$ cat src/rtl/cmp_unit_iter.sv
// Iterative branch comparator: scans CHUNK bits per cycle, MSB chunk first,
// and resolves the six RISC-V branch conditions behind valid/ready handshakes.

`ifndef CMPOP_WIDTH
`define CMPOP_WIDTH 3
`endif
`ifndef CMPOP_BEQ
`define CMPOP_BEQ  3'd0
`endif
`ifndef CMPOP_BNE
`define CMPOP_BNE  3'd1
`endif
`ifndef CMPOP_BLT
`define CMPOP_BLT  3'd2
`endif
`ifndef CMPOP_BGE
`define CMPOP_BGE  3'd3
`endif
`ifndef CMPOP_BLTU
`define CMPOP_BLTU 3'd4
`endif
`ifndef CMPOP_BGEU
`define CMPOP_BGEU 3'd5
`endif

module cmp_unit_iter #(
  parameter int WIDTH = 32,
  parameter int CHUNK = 8
) (
  input  logic                    clk,
  input  logic                    rst,
  input  logic                    i_valid,
  output logic                    o_ready,
  input  logic [`CMPOP_WIDTH-1:0] i_op,
  input  logic [WIDTH-1:0]        i_a,
  input  logic [WIDTH-1:0]        i_b,
  output logic                    o_valid,
  input  logic                    i_ready,
  output logic                    o_taken
);

  localparam int N  = WIDTH / CHUNK;
  localparam int IW = (N > 1) ? $clog2(N) : 1;

  typedef enum logic [1:0] {IDLE, RUN, DONE} state_t;

  typedef struct packed {
    logic [`CMPOP_WIDTH-1:0]     op;
    logic [N-1:0][CHUNK-1:0]     a;
    logic [N-1:0][CHUNK-1:0]     b;
  } req_t;

  state_t        state_q, state_d;
  req_t          req_q;
  logic [IW-1:0] idx_q;
  logic          eq_q, lt_q;

  logic [CHUNK-1:0] a_c, b_c;
  logic             signed_top, chunk_ne, chunk_lt, last_chunk, res;

  // Signed compare on the top chunk: flipping the sign bit maps two's
  // complement order onto unsigned order.
  always_comb begin
    a_c        = req_q.a[idx_q];
    b_c        = req_q.b[idx_q];
    signed_top = ((req_q.op == `CMPOP_BLT) || (req_q.op == `CMPOP_BGE)) &&
                 (idx_q == IW'(N-1));
    if (signed_top) begin
      a_c[CHUNK-1] = ~a_c[CHUNK-1];
      b_c[CHUNK-1] = ~b_c[CHUNK-1];
    end
    chunk_ne   = (a_c != b_c);
    chunk_lt   = (a_c < b_c);
    last_chunk = (idx_q == '0);
  end

  always_comb begin
    state_d = state_q;
    case (state_q)
      IDLE:    if (i_valid)                 state_d = RUN;
      RUN:     if (chunk_ne || last_chunk)  state_d = DONE;
      DONE:    if (i_ready)                 state_d = IDLE;
      default:                              state_d = IDLE;
    endcase
  end

  always_ff @(posedge clk) begin
    if (rst) begin
      state_q <= IDLE;
      idx_q   <= '0;
      eq_q    <= 1'b0;
      lt_q    <= 1'b0;
    end else begin
      state_q <= state_d;
      if (state_q == IDLE && i_valid) begin
        req_q <= {i_op, i_a, i_b};
        idx_q <= IW'(N-1);
      end
      if (state_q == RUN) begin
        if (chunk_ne) begin
          eq_q <= 1'b0;
          lt_q <= chunk_lt;
        end else if (last_chunk) begin
          eq_q <= 1'b1;
          lt_q <= 1'b0;
        end else begin
          idx_q <= idx_q - IW'(1);
        end
      end
    end
  end

  always_comb begin
    res = 1'b0;
    case (req_q.op)
      `CMPOP_BEQ:              res = eq_q;
      `CMPOP_BNE:              res = ~eq_q;
      `CMPOP_BLT, `CMPOP_BLTU: res = lt_q;
      `CMPOP_BGE, `CMPOP_BGEU: res = ~lt_q;
      default:                 res = 1'b0;
    endcase
  end

  // Outputs decode only registered state (plus rst), never the operands.
  assign o_ready = (state_q == IDLE) && !rst;
  assign o_valid = (state_q == DONE) && !rst;
  assign o_taken = o_valid && res;

endmodule
$ cat config.mk
export PLATFORM = sky130hd
export DESIGN_NAME = cmp_unit_iter
export DESIGN_NICKNAME = d
export VERILOG_FILES = /design/src/rtl/cmp_unit_iter.sv
export SDC_FILE = /design/constraint.sdc
export NUM_CORES = 1
export LEC_CHECK = 0
export CORE_MARGIN = 2
export CORE_UTILIZATION = 50
export CTS_BUF_LIST = sky130_fd_sc_hd__clkbuf_2 sky130_fd_sc_hd__clkbuf_4 sky130_fd_sc_hd__clkbuf_8
export CTS_CLUSTER_SIZE = 40
export DETAILED_ROUTE_END_ITERATION = 16
export GPL_TIMING_DRIVEN = 0
export PLACE_DENSITY = 0.81
export SLEW_MARGIN = 5
export SYNTH_ARGS = -nofsm -noshare
export SYNTH_HDL_FRONTEND = slang
export SYNTH_SLANG_ARGS = --single-unit
$ cat constraint.sdc
create_clock -name clk -period 5.9 [get_ports clk]
set_clock_uncertainty 0.05 [all_clocks]
set_input_delay 0.885 -clock clk [delete_from_list [all_inputs] [get_ports clk]]
set_output_delay 0.885 -clock clk [all_outputs]
set_load 0.05 [all_outputs]
==> After elaboration in Yosys (flattened, before gate mapping) <==
Cells that the tools add are included.
{ "op_classes": {"muxes": 19, "n_bitwise": 5, "n_reduce_logical": 17, "n_eq_ne": 12, "magnitude_cmp": 2, "addsub": 1} }
{ "op_table": {"columns": ["op", "count"], "rows": [
  ["binary-select mux 8 bit (select 2 bit)", 2],
  ["2-to-1 mux 8 bit", 2],
  ["2-to-1 mux 2 bit", 7],
  ["less-than comparator 8 bit", 1],
  ["inequality test 8 bit", 1],
  ["== test 3 x 2 -> 1 bit (second input constant)", 2],
  ["== test 3 bit (second input constant)", 2],
  ["2-to-1 mux 1 bit", 6],
  ["inequality test 2 bit (second input constant)", 3],
  ["case mux 2 bit (3 select lines)", 1],
  ["logical AND 1 bit", 5],
  ["NOT 1 bit", 5],
  ["== test 2 bit (second input constant)", 2],
  ["logical NOT 2 bit", 2],
  ["case mux 1 bit (4 select lines)", 1],
  ["AND reduction 2 bit", 2],
  ["OR reduction 2 bit", 2],
  ["== test 3 x 1 -> 1 bit (second input constant)", 1],
  ["logical NOT 3 bit", 1],
  ["less-than comparator 2 x 3 -> 1 bit (second input constant)", 1],
  ["AND reduction 3 bit", 1],
  ["== test 2 x 1 -> 1 bit (second input constant)", 1],
  ["logical OR 1 bit", 2],
  ["nonzero test 2 bit", 1],
  ["2 further kinds", 2]
]} }
{ "totals": {"reg_bits": 73, "elab_cells": 69, "in_bits": 71, "output_inout_bits": 3} }

==> Longest topological paths before layout <==
Gate-level depths: netlist of the first run.
{ "depth": {"word_depth": 8, "mapped_depth": 8, "mapped_depth_nobuf": 7} }

==> Least setup slack after synthesis of the first run <==
Ideal clock, no wire load.
{ "synth_path": {"path_type": "input port to flip-flop", "startpoint": "input rst", "endpoint": "register req_q[0] (netlist name), enable pin", "setup_time_ps": 493, "t_arrival_ps": 3808, "setup_slack_ps": 1549, "n_path_buf": 1, "required_ps": 5357, "path_stages": 2, "cell_sequence": "buf_6 > nor2_1"} }
{ "synth_via": {"elab_chain_len": 2} }
{ "synth_lines": {"columns": ["item", "line_no", "text"], "rows": [
  ["from (decl)", "31", "input logic rst,"],
  ["NOT 1 bit (no source line)", null, null],
  ["AND reduction 2 bit (no source line)", null, null],
  ["to (signal assigned)", "96", "req_q <= {i_op, i_a, i_b};"],
  ["to (decl)", "54", "req_t req_q;"]
]} }
Every way passes these cells.
A chain may end at the register's enable or synchronous reset.

==> Final worst setup path of the first run <==
{ "layout_path": {"startpoint": "input rst", "endpoint": "output o_taken"} }
{ "layout_via": {"elab_chain_len": 3} }
{ "layout_lines": {"columns": ["item", "line_no", "text"], "rows": [
  ["logical NOT 1 bit", "126", "assign o_valid = (state_q == DONE) && !rst;"],
  ["logical AND 1 bit", "126", null],
  ["logical AND 1 bit", "127", "assign o_taken = o_valid && res;"],
  ["to (decl)", "39", "output logic o_taken"]
]} }
Every way passes these cells.

==> results of run 1 <==
==> through the flow <==
| stage | instance area (µm²) | setup WS, ns |
|---|---|---|
| after floorplan | 2970 | 1.55 |
| after global placement | 3790 | 0.197 |
| after detailed placement | 3810 | 2.73 |
| after CTS | 3990 | 2.72 |
| after global routing | 3990 | 2.70 |
| final | 3990 | 2.73 |
==> cells by family (layout without fill, tap and decap cells) <==
group / Yosys count / in the layout / share of synthesized area
mux: 16 / 16 / 0.125
fa+ha+maj: 8 / 8 / 0.0337
buf+inv: 14 / 103 / 0.0290
flops: 73 / 73 / 0.717
compound gates: 17 / 17 / 0.0354
xor+xnor: 5 / 5 / 0.0147
simple gates: 20 / 20 / 0.0450
==> cells in the mapped netlist, types with 2 or more instances <==
cell       n
inv_1      9
a21oi_1    6
nand2_1    2
nor3_1     2
o21ai_0    3
mux4_2    13
buf_6      3
ha_1       8
xnor2_1    4
nor2_1     5
dfxtp_1    6
a211oi_1   3
edfxtp_1  67
mux4_1     3
and4_2     2
==> sequential cells by signal, summed over array words and instances (netlist names) <==
name	flops
state_q	2
req_q	67
idx_q	2
lt_q	1
eq_q	1
==> metal layers <==
metal  track usage  vias up
met4        0.0746        0
li1              -      785
met5             0        -
met2         0.291       65
met1         0.211      769
met3        0.0500       11
==> worst register-to-register path: stages, from the launching register on <==
cell	delay, ns
dfxtp_1	0.45
buf_6	0.23
mux4_1	0.58
ha_1	0.33
and4_2	0.25
and3_4	0.20
a211oi_1	0.07
a211oi_1	0.24
==> layout make-up <==
type	instances	share of cell area
sequential	73	0.535
multi-input combinational	66	0.191
timing repair buffer	73	0.186
clock buffer	11	0.0348
tap	75	0.0235
buffer	5	0.0132
inverter	9	0.00847
clock inverter	5	0.00816
==> final timing paths <==
kind                            startpoint        to  slack [ns]  cells past startpoint
worst min register to register        lt_q      lt_q        0.48                      1
worst min-delay path                  lt_q      lt_q        0.48                      1
worst max-delay path                   rst   o_taken        2.73                      4
worst max register to register    idx_q[0]  idx_q[0]        3.40                      7
==> where the power goes <==
group	total, W	switching, W	internal (W)
logic	0.000149	0.0000605	0.0000887
clock network	0.000335	0.000175	0.000161
registers	0.000602	0.00000856	0.000593
==> key figures, run 1 <==
Finish
  – Net count of the finished layout: 316
  – Area delta synth->final: 34.1%
  – Highest-count cells in the layout ignoring fill and taps: clkdlybuf4s50_1, edfxtp_1, mux4_2
  – Post-layout instance count excluding filler cells: 317
  – Footprint of the multi-input gates: 762 µm²
  – Sequential Area: 2130 µm²
  – Leading cell type in the layout, fill and taps excluded: clkdlybuf4s50_1
  – Number of antenna diodes: 0
  – Number of filler instances in the final layout: 430
  – Share of layout cells above drive strength 1: 0.169
  – Final design utilization: 0.685

Clocking
  – H-tree level count: 3
  – Number of gates resized after cts: 0
  – Clock tree from TritonCTS: yes
  – Number of buffers between clock root and the deepest sink: 2
  – Clock input transition at the sequential cells of the worst setup and hold paths: 0.08 ns
  – Setup fix buffers added after clock tree synthesis: 0
  – Clock Tree Root: clkbuf_8
  – Clk Latency, worst-skew pair: 0.33 ns
  – Clock buffers created by TritonCTS: 9
  – Clock sink count: 73
  – Number of hold buffers added after cts: 0

Placement
  – Placed Cells: 301
  – Port Buffer Count: approximately 70
  – Gp weighted congestion: 0.792
  – Half-perimeter wire length of the detailed placement result: 3.71 mm

Route
  – Total wirelength of the detailed-routed design: 5.15 mm
  – Number of DRC markers after the initial detailed-route iteration: 116
  – Post-route ant nets: 0
  – Routed length on met2: 2.69 mm
  – Number of DRC violations after detailed routing: 0
  – Top routing layer used: met4
  – Routed length per instance: ~16 µm
  – Via count of the routed design: 1630
  – Length of routed met3 wiring: 269 µm
  – Detail-routed via count per cell: just over 5
  – Met1 layer wirelength in the final routing: 2.10 mm
  – Number of iterations in the first detailed-routing pass: 4

Timing
  – Maximum clock frequency: roughly 310 MHz
  – Post-layout min period: roughly 3.2 ns
  – Setup violation total in the final timing report: 0
  – Worst slew pin tran: 0.916 ns
  – Max-slew violation total from the final report: 0
  – Total Neg Setup Slack: 0 ns
  – Post-route clock period utilization: 0.538
  – Unrepaired setup endpoints after global routing: false
  – Final hold violation count: 0
  – Min Hold Slack: 0.478 ns
  – Max transition margin: 0.388

Worst setup path
  – Worst-path fanout max: 9
  – Slowest library cell on the worst path: clkdlybuf4s50_1
  – Cells traversed along the worst timing path: buf_6, nor3b_1, o21a_1, clkdlybuf4s50_1
  – Setup crit end kind: output port
  – Worst EP required: 4.97 ns
  – Endpoint arrival time on the critical path: 2.24 ns
  – Gate family responsible for the most delay along the worst path: buffers and inverters
  – Classification of the worst setup path: in -> out
  – Kind of start point of the critical path: primary input
  – CP bufs+invs: 2
  – Delay contributed by the slowest stage of the critical path: ~0.8 ns

Global route
  – Maximum number of pins on one net before global-route repair: 37
  – Wire length of the first global-routing pass: 8.15 mm
  – Global-route congestion overflow total: 0
  – Number of antenna violations at the first check in global routing: 0
  – Via count of the first global-routing pass: 1753
  – Tot GR Track Use: 0.173

Pwr
  – VDD IR-drop max: about 0.0002 V
  – Overall power after layout: 0.00109 W
  – Power density relative to cell area: 273 nW/µm²
  – Leakage power figure: 1.36 nW

Yosys
  – Sequential share of the synthesized area: 0.717
  – Mapped Cells: 153
  – Dominant synthesized flop cell: edfxtp_1
  – Number of synthesized flops with an enable pin: 67
  – Post-Synthesis Cell Area: 2970 µm²
  – Library cell occupying the most area in the post-synthesis netlist: edfxtp_1
  – Post-synthesis register bit count: 73
  – Avg Inst Size Synth: 19.4 µm²
  – Synth cell types: 32
  – Fraction of synthesized cell area taken by the top area cell type: 0.677
  – Post-synth ARST share: 0
  – Yosys synthesis warning count: 0
  – Post-Syn Nets: roughly 230
  – Synth area leaders: edfxtp_1, mux4_2, dfxtp_1

Die
  – I/O Pins: 74
  – Core area: between 5000 and 6000 µm²
  – Vertical die dimension: 81.1 µm
  – Width of the die: roughly 81 µm
  – Starting utilization of the core area: 0.511
  – Die area: approximately 6600 µm²
  – Row Count: 28

Flow run
  – Maximum Capacitance Violations: 0

Min path
  – Worst hold-check path type: reg -> reg

Run status
  – Outcome: finished, final reports clean
Power figures use the tool's default switching activity.
==> run 2, diff against run 1 <==
==> constraint.sdc (replaced) <==
create_clock -name clk -period 3 [get_ports clk]
set_clock_uncertainty 0.05 [all_clocks]
set_input_delay 0.45 -clock clk [delete_from_list [all_inputs] [get_ports clk]]
set_output_delay 0.45 -clock clk [all_outputs]
set_load 0.05 [all_outputs]
==> run 2 against run 1 <==
- utilization rose by 0.82 points
- via count up 0.86%
- wire length up 1.4%
- global-route usage is 0.44 points higher
- hold slack worse by 0.21 ns
- largest cell class unchanged
- first-iteration DRC count grew 14%
- flip-flop and latch count unchanged
- largest power group unchanged
- die area unchanged
- sequential share of layout area shrank 0.63 points
- critical endpoint is now lt_q
- combinational power up 97%
==> key figures, run 2 (same netlist as run 1, synthesis figures left out) <==
Run status
  – Outcome: finished, final reports clean (unchanged)

Clocking
  – Setup fix buffers added after clock tree synthesis: 0 (unchanged)
  – Clock sink count: 73 (unchanged)
  – Clock buffers created by TritonCTS: 9 (unchanged)
  – Number of buffers between clock root and the deepest sink: 2 (unchanged)
  – Clock Tree Root: clkbuf_8 (unchanged)
  – Clock input transition at the sequential cells of the worst setup and hold paths: 0.08 ns (about the same)
  – Clock tree from TritonCTS: yes (unchanged)
  – Clk Latency, worst-skew pair: 0.34 ns (was 0.33 ns)
  – Number of gates resized after cts: 0 (unchanged)
  – H-tree level count: 3 (unchanged)
  – Number of hold buffers added after cts: 0 (unchanged)

Finish
  – Most flops, register: req_q (unchanged)
  – Max reg flops: 67 (unchanged)
  – Leading registers by flop count: req_q: 67 flops, idx_q: 2 flops, state_q: 2 flops (unchanged)
  – Area delta synth->final: 35.7% (was 34.1%)
  – Highest-count cells in the layout ignoring fill and taps: clkdlybuf4s50_1, edfxtp_1, mux4_2 (unchanged)
  – Leading cell type in the layout, fill and taps excluded: clkdlybuf4s50_1 (unchanged)
  – Net count of the finished layout: 316 (unchanged)
  – Final design utilization: 0.694 (was 0.685)
  – Design Area, Final: 4030 µm² (was 3990 µm²)
  – Number of antenna diodes: 0 (unchanged)
  – Post-layout instance count excluding filler cells: 317 (unchanged)
  – Share of layout cells above drive strength 1: 0.174 (was 0.169)

Die
  – Starting utilization of the core area: 0.511 (unchanged)
  – Row Count: 28 (unchanged)
  – I/O Pins: 74 (unchanged)
  – Width of the die: 81.1 µm (unchanged)
  – Vertical die dimension: 81.1 µm (unchanged)
  – Die area: 6580 µm² (unchanged)
  – Core area: 5820 µm² (unchanged)

Pwr
  – Leakage power figure: 1.39 nW (was 1.36 nW)
  – Power density relative to cell area: 572 nW/µm² (was 273 nW/µm²)
  – VDD IR-drop max: 0.000433 V (was 0.000201 V)

Worst setup path
  – Kind of start point of the critical path: flip-flop (was primary input)
  – Slowest library cell on the worst path: mux4_1 (was clkdlybuf4s50_1)
  – CP bufs+invs: 1 (was 2)
  – Classification of the worst setup path: reg -> reg (was in -> out)
  – Gate family responsible for the most delay along the worst path: multiplexers (was buffers and inverters)
  – Worst EP required: 3.23 ns (was 4.97 ns)
  – Slack of the worst reg-to-reg path: 0.50 ns (was 3.40 ns)
  – Setup crit end kind: flip-flop (was output port)
  – Worst-path fanout max: 10 (was 9)
  – Delay contributed by the slowest stage of the critical path: 0.58 ns (was 0.79 ns)
  – Cells traversed along the worst timing path: buf_6, mux4_1, ha_1, a21oi_1, a21boi_0, nor4b_1, a32o_1 (was buf_6, nor3b_1, o21a_1, clkdlybuf4s50_1)
  – Endpoint arrival time on the critical path: 2.73 ns (was 2.24 ns)

Timing
  – Worst setup slack after layout: 0.500 ns (was 2.73 ns)
  – Worst slew pin tran: 0.922 ns (was 0.916 ns)
  – Setup violation total in the final timing report: 0 (unchanged)
  – Max-slew violation total from the final report: 0 (unchanged)
  – Post-layout min period: 2.50 ns
  – Unrepaired setup endpoints after global routing: false (unchanged)
  – Max transition margin: 0.384 (was 0.388)
  – Final hold violation count: 0 (unchanged)
  – Post-route clock period utilization: 0.833
  – Maximum clock frequency: 400 MHz

Route
  – Length of routed met3 wiring: 271 µm (was 269 µm)
  – Routed length on met2: 2.73 mm (was 2.69 mm)
  – Number of DRC violations after detailed routing: 0 (unchanged)
  – Top routing layer used: met4 (unchanged)
  – Number of DRC markers after the initial detailed-route iteration: 132 (was 116)
  – Via count of the routed design: 1644 (was 1630)
  – Post-route ant nets: 0 (unchanged)
  – Total wirelength of the detailed-routed design: 5.22 mm (was 5.15 mm)
  – Routed length per instance: 16.5 µm (was 16.2 µm)
  – Detail-routed via count per cell: 5.19 (was 5.14)
  – Met1 layer wirelength in the final routing: 2.17 mm (was 2.10 mm)
  – Number of iterations in the first detailed-routing pass: 4 (unchanged)

Global route
  – Number of antenna violations at the first check in global routing: 0 (unchanged)
  – Via count of the first global-routing pass: 1793 (was 1753)
  – Maximum number of pins on one net before global-route repair: 37 (unchanged)
  – Tot GR Track Use: 0.178 (was 0.173)
  – Global-route congestion overflow total: 0 (unchanged)
  – Wire length of the first global-routing pass: 8.38 mm (was 8.15 mm)

Placement
  – Dpl cell area: 3810 µm² (unchanged)
  – Gp weighted congestion: 0.803 (was 0.792)
  – Placed Cells: 301 (unchanged)
  – Half-perimeter wire length of the detailed placement result: 3.75 mm (was 3.71 mm)
  – Port Buffer Count: 72 (unchanged)
  – Setup WS pre-CTS: 0.523 ns (was 2.73 ns)

Min path
  – Worst hold-check path type: in -> reg (was reg -> reg)

Flow run
  – Maximum Capacitance Violations: 0 (unchanged)
-- run 2: cell count changes in the layout (fill, tap and decap cells not counted), sizes merged --
cell	previous run	this run
bufinv	0	2
clkbuf	12	10
clkinv	3	4
clkinvlp	2	1
-- run 2: metrics by stage --
step	hold slack, ns	total power [W]	TNS (ns)
2_1_floorplan	0.440	0.00136	0
3_3_place_gp	0.462	0.00149	-52.43
3_5_place_dp	0.485	0.00150	0
4_1_cts	0.248	0.00233	0
5_1_grt	0.257	0.00241	0
6_report	0.266	0.00231	0
-- run 2: power breakdown --
part | switching (W) | internal [W] | total [W]
clock | 0.000365 | 0.000468 | 0.000832
sequential | 0.0000170 | 0.00117 | 0.00118
combinational | 0.000119 | 0.000175 | 0.000293
-- run 2: per-layer routing --
layer | track usage | vias up
met5 | 0 | -
met4 | 0.0797 | 0
met3 | 0.0367 | 6
met2 | 0.298 | 56
met1 | 0.225 | 799
li1 | - | 783
-- run 2: layout make-up --
cell class | count | area [µm²]
clock buffers | 9 | 124
clock inverters | 7 | 95.1
well taps | 75 | 93.8
inverters | 9 | 33.8
multi-input cells | 66 | 762
flip-flops and latches | 73 | 2130
repair buffers | 73 | 741
fillers | 415 | 1780
plain buffers | 5 | 52.6
-- run 2: final timing paths --
path	end	cells after the start	startpoint
setup / recovery	lt_q	7	idx_q[0]
hold / removal	state_q[0]	2	rst
setup reg to reg	lt_q	7	idx_q[0]
hold reg to reg	eq_q	2	eq_q
-- run 2: worst reg2reg max path, stage by stage, from the launching register on --
cell and delay (ns):
dfxtp_1 0.45, buf_6 0.23, mux4_1 0.59, ha_1 0.34, a21oi_1 0.15, a21boi_0 0.13, nor4b_1 0.33, a32o_1 0.18
==> run 3, diff against run 2 <==
--- a/config.mk
+++ b/config.mk
@@ -6,12 +6,12 @@
 export NUM_CORES = 1
 export LEC_CHECK = 0
 export CORE_MARGIN = 2
-export CORE_UTILIZATION = 50
+export CORE_UTILIZATION = 46
 export CTS_BUF_LIST = sky130_fd_sc_hd__clkbuf_2 sky130_fd_sc_hd__clkbuf_4 sky130_fd_sc_hd__clkbuf_8
 export CTS_CLUSTER_SIZE = 40
 export DETAILED_ROUTE_END_ITERATION = 16
 export GPL_TIMING_DRIVEN = 0
-export PLACE_DENSITY = 0.81
+export PLACE_DENSITY = 0.78
 export SLEW_MARGIN = 5
 export SYNTH_ARGS = -nofsm -noshare
 export SYNTH_HDL_FRONTEND = slang
==> constraint.sdc (replaced) <==
create_clock -name clk -period 2.2 [get_ports clk]
set_clock_uncertainty 0.05 [all_clocks]
set_input_delay 0.33 -clock clk [delete_from_list [all_inputs] [get_ports clk]]
set_output_delay 0.33 -clock clk [all_outputs]
set_load 0.05 [all_outputs]
==> run 3 against run 2 <==
- the run now ends with negative setup slack left
- critical path depth increased by 1
- utilization decreased by 2.8 points
- setup slack got worse by 0.61 ns
- register-to-register slack got worse by 0.61 ns
- cell count increased by 1.6%
- non-clock buffer count increased by 3
- hold slack got worse by 0.11 ns
- critical endpoint unchanged
- largest cell class unchanged
- highest routed layer unchanged
==> key figures, run 3 (same netlist as run 1, synthesis figures left out) <==
Route
  – Length of routed met3 wiring: 355 µm (was 271 µm)
  – Number of DRC violations after detailed routing: 0 (unchanged)
  – Number of DRC markers after the initial detailed-route iteration: 126 (was 132)
  – Routed length per instance: 16.9 µm (was 16.5 µm)
  – Number of iterations in the first detailed-routing pass: 4 (unchanged)
  – Total wirelength of the detailed-routed design: 5.44 mm (was 5.22 mm)
  – Post-route ant nets: 0 (unchanged)
  – Top routing layer used: met4 (unchanged)
  – Routed length on met2: 2.74 mm (was 2.73 mm)
  – Met1 layer wirelength in the final routing: 2.28 mm (was 2.17 mm)
  – Detail-routed via count per cell: 5.16 (was 5.19)
  – Via count of the routed design: 1661 (was 1644)

Finish
  – Highest-count cells in the layout ignoring fill and taps: clkdlybuf4s50_1, edfxtp_1, mux4_2 (unchanged)
  – Leading cell type in the layout, fill and taps excluded: clkdlybuf4s50_1 (unchanged)
  – Number of filler instances in the final layout: 440 (was 415)
  – Net count of the finished layout: 319 (was 316)
  – Max reg flops: 67 (unchanged)
  – Number of antenna diodes: 0 (unchanged)
  – Share of layout cells above drive strength 1: 0.253 (was 0.174)
  – Final design utilization: 0.666 (was 0.694)
  – Area delta synth->final: 41.4% (was 35.7%)
  – Leading registers by flop count: req_q: 67 flops, idx_q: 2 flops, state_q: 2 flops (unchanged)
  – Post-layout instance count excluding filler cells: 322 (was 317)
  – Most flops, register: req_q (unchanged)

Worst setup path
  – Kind of start point of the critical path: flip-flop (unchanged)
  – Worst EP required: 2.38 ns (was 3.23 ns)
  – Worst-path fanout max: 5 (was 10)
  – Delay contributed by the slowest stage of the critical path: 0.52 ns (was 0.58 ns)
  – Setup crit end kind: flip-flop (unchanged)
  – Cells traversed along the worst timing path: mux4_2, xor2_1, ha_1, and4_4, buf_4, nand2_4, o21ai_2, a32o_1 (was buf_6, mux4_1, ha_1, a21oi_1, a21boi_0, nor4b_1, a32o_1)
  – Slowest library cell on the worst path: mux4_2 (was mux4_1)
  – Endpoint arrival time on the critical path: 2.50 ns (was 2.73 ns)
  – Classification of the worst setup path: reg -> reg (unchanged)

Placement
  – Half-perimeter wire length of the detailed placement result: 3.66 mm (was 3.75 mm)
  – Placed Cells: 303 (was 301)
  – Port Buffer Count: 72 (unchanged)
  – Gp weighted congestion: 0.729 (was 0.803)

Timing
  – Unrepaired setup endpoints after global routing: true (was false)
  – Max-slew violation total from the final report: 0 (unchanged)
  – Final hold violation count: 0 (unchanged)
  – Post-layout min period: 2.31 ns (was 2.50 ns)
  – Worst slew pin tran: 0.895 ns (was 0.922 ns)
  – Setup violation total in the final timing report: 5 (was 0)
  – Worst setup slack after layout: -0.114 ns (was 0.500 ns)
  – Total Neg Setup Slack: -0.301 ns (was 0 ns)
  – Max transition margin: 0.402 (was 0.384)
  – Maximum clock frequency: 432 MHz (was 400 MHz)
  – Post-route clock period utilization: 1.05 (was 0.833)

Die
  – Row Count: 29 (was 28)
  – Core area: 6310 µm² (was 5820 µm²)
  – Vertical die dimension: 84.4 µm (was 81.1 µm)
  – Starting utilization of the core area: 0.471 (was 0.511)
  – I/O Pins: 74 (unchanged)
  – Width of the die: 84.4 µm (was 81.1 µm)
  – Die area: 7120 µm² (was 6580 µm²)

Flow run
  – Maximum Capacitance Violations: 0 (unchanged)

Run status
  – Outcome: complete, but fails checks (was finished, final reports clean)
  – Violations in the final reports: negative setup slack

Clocking
  – Clock sink count: 73 (unchanged)
  – H-tree level count: 3 (unchanged)
  – Clock Tree Root: clkbuf_8 (unchanged)
  – Clock buffers created by TritonCTS: 9 (unchanged)
  – Clk Latency, worst-skew pair: 0.34 ns (about the same)
  – Number of buffers between clock root and the deepest sink: 2 (unchanged)
  – Clock input transition at the sequential cells of the worst setup and hold paths: 0.08 ns (about the same)
  – Clock tree from TritonCTS: yes (unchanged)

Global route
  – Via count of the first global-routing pass: 1788 (was 1793)
  – Tot GR Track Use: 0.167 (was 0.178)
  – Number of antenna violations at the first check in global routing: 0 (unchanged)
  – Wire length of the first global-routing pass: 8.80 mm (was 8.38 mm)
  – Maximum number of pins on one net before global-route repair: 37 (unchanged)
  – Global-route congestion overflow total: 0 (unchanged)

Pwr
  – Power density relative to cell area: 794 nW/µm² (was 572 nW/µm²)
  – Leakage power figure: 1.43 nW (was 1.39 nW)
  – VDD IR-drop max: 0.000581 V (was 0.000433 V)

Min path
  – Worst hold-check path type: in -> reg (unchanged)
[run 3: cell count changes in the layout (fill, tap and decap cells not counted), moves of 2 or more]
| cell | change |
|---|---|
| a211oi_1 | -2 |
| and4_2 | -2 |
| and4_4 | +2 |
| buf_12 | +3 |
| buf_4 | +3 |
| buf_6 | -2 |
| clkdlybuf4s50_1 | -2 |
| clkinv_2 | -2 |
| ha_1 | -4 |
| ha_4 | +4 |
| inv_1 | -3 |
| inv_2 | +3 |
| mux4_1 | -3 |
| mux4_2 | +3 |
[run 3: per-layer routing]
layer,vias up,track usage
li1,788,-
met1,800,0.222
met2,69,0.258
met3,4,0.0551
met4,0,0.0664
met5,-,0
[run 3: layout make-up]
class                           count  area, µm²  area share
Sequential cell                    73       2140       0.508
Multi-Input combinational cell     66        848       0.202
Timing Repair Buffer               76        774       0.184
Clock buffer                        9        124      0.0295
Clock inverter                      7        119      0.0283
Tap cell                           77       96.3      0.0229
Buffer                              5       72.6      0.0173
Inverter                            9       33.8     0.00804
[run 3: stage by stage]
stage | worst slack [ns] | hold WS [ns] | power [W] | instance area, µm²
after floorplan | 0.0175 | 0.379 | 0.00186 | 2990
final | -0.114 | 0.156 | 0.00334 | 4200
after CTS | -0.0511 | 0.132 | 0.00335 | 4190
after global routing | -0.165 | 0.142 | 0.00347 | 4200
after detailed placement | -0.212 | 0.486 | 0.00205 | 3820
after global placement | -0.506 | 0.470 | 0.00204 | 3800
[run 3: what timing repair did]
action | CTS | global route
hold buffers | 0 | 0
resized for setup | 21 | 6
cloned | 1 | 0
endpoints found under the setup margin | 6 | 5
buffers inserted | 2 | 1
pin swaps | 5 | 3
[run 3: worst max-delay path, delay by kind of cell (launching register included)]
kind	cells	cell delay, ns
mux	1	0.52
flops	1	0.42
compound gates	2	0.31
fa+ha+maj	1	0.28
simple gates	2	0.27
xor+xnor	1	0.21
buf+inv	1	0.14
[run 3: path summary, 6_finish.rpt]
kind | start | end | slack [ns] | cells after the start
min reg2reg | eq_q | eq_q | 0.53 | 2
max | idx_q[0] | lt_q | -0.11 | 8
max reg2reg | idx_q[0] | lt_q | -0.11 | 8
min | rst | state_q[0] | 0.16 | 2
[run 3: report_power, final]
| group | internal, W | switching (W) | total, W |
|---|---|---|---|
| Combinational | 0.000283 | 0.000193 | 0.000475 |
| Clock | 0.000753 | 0.000492 | 0.00124 |
| Sequential | 0.00159 | 0.0000276 | 0.00162 |
| Total | 0.00263 | 0.000712 | 0.00334 |
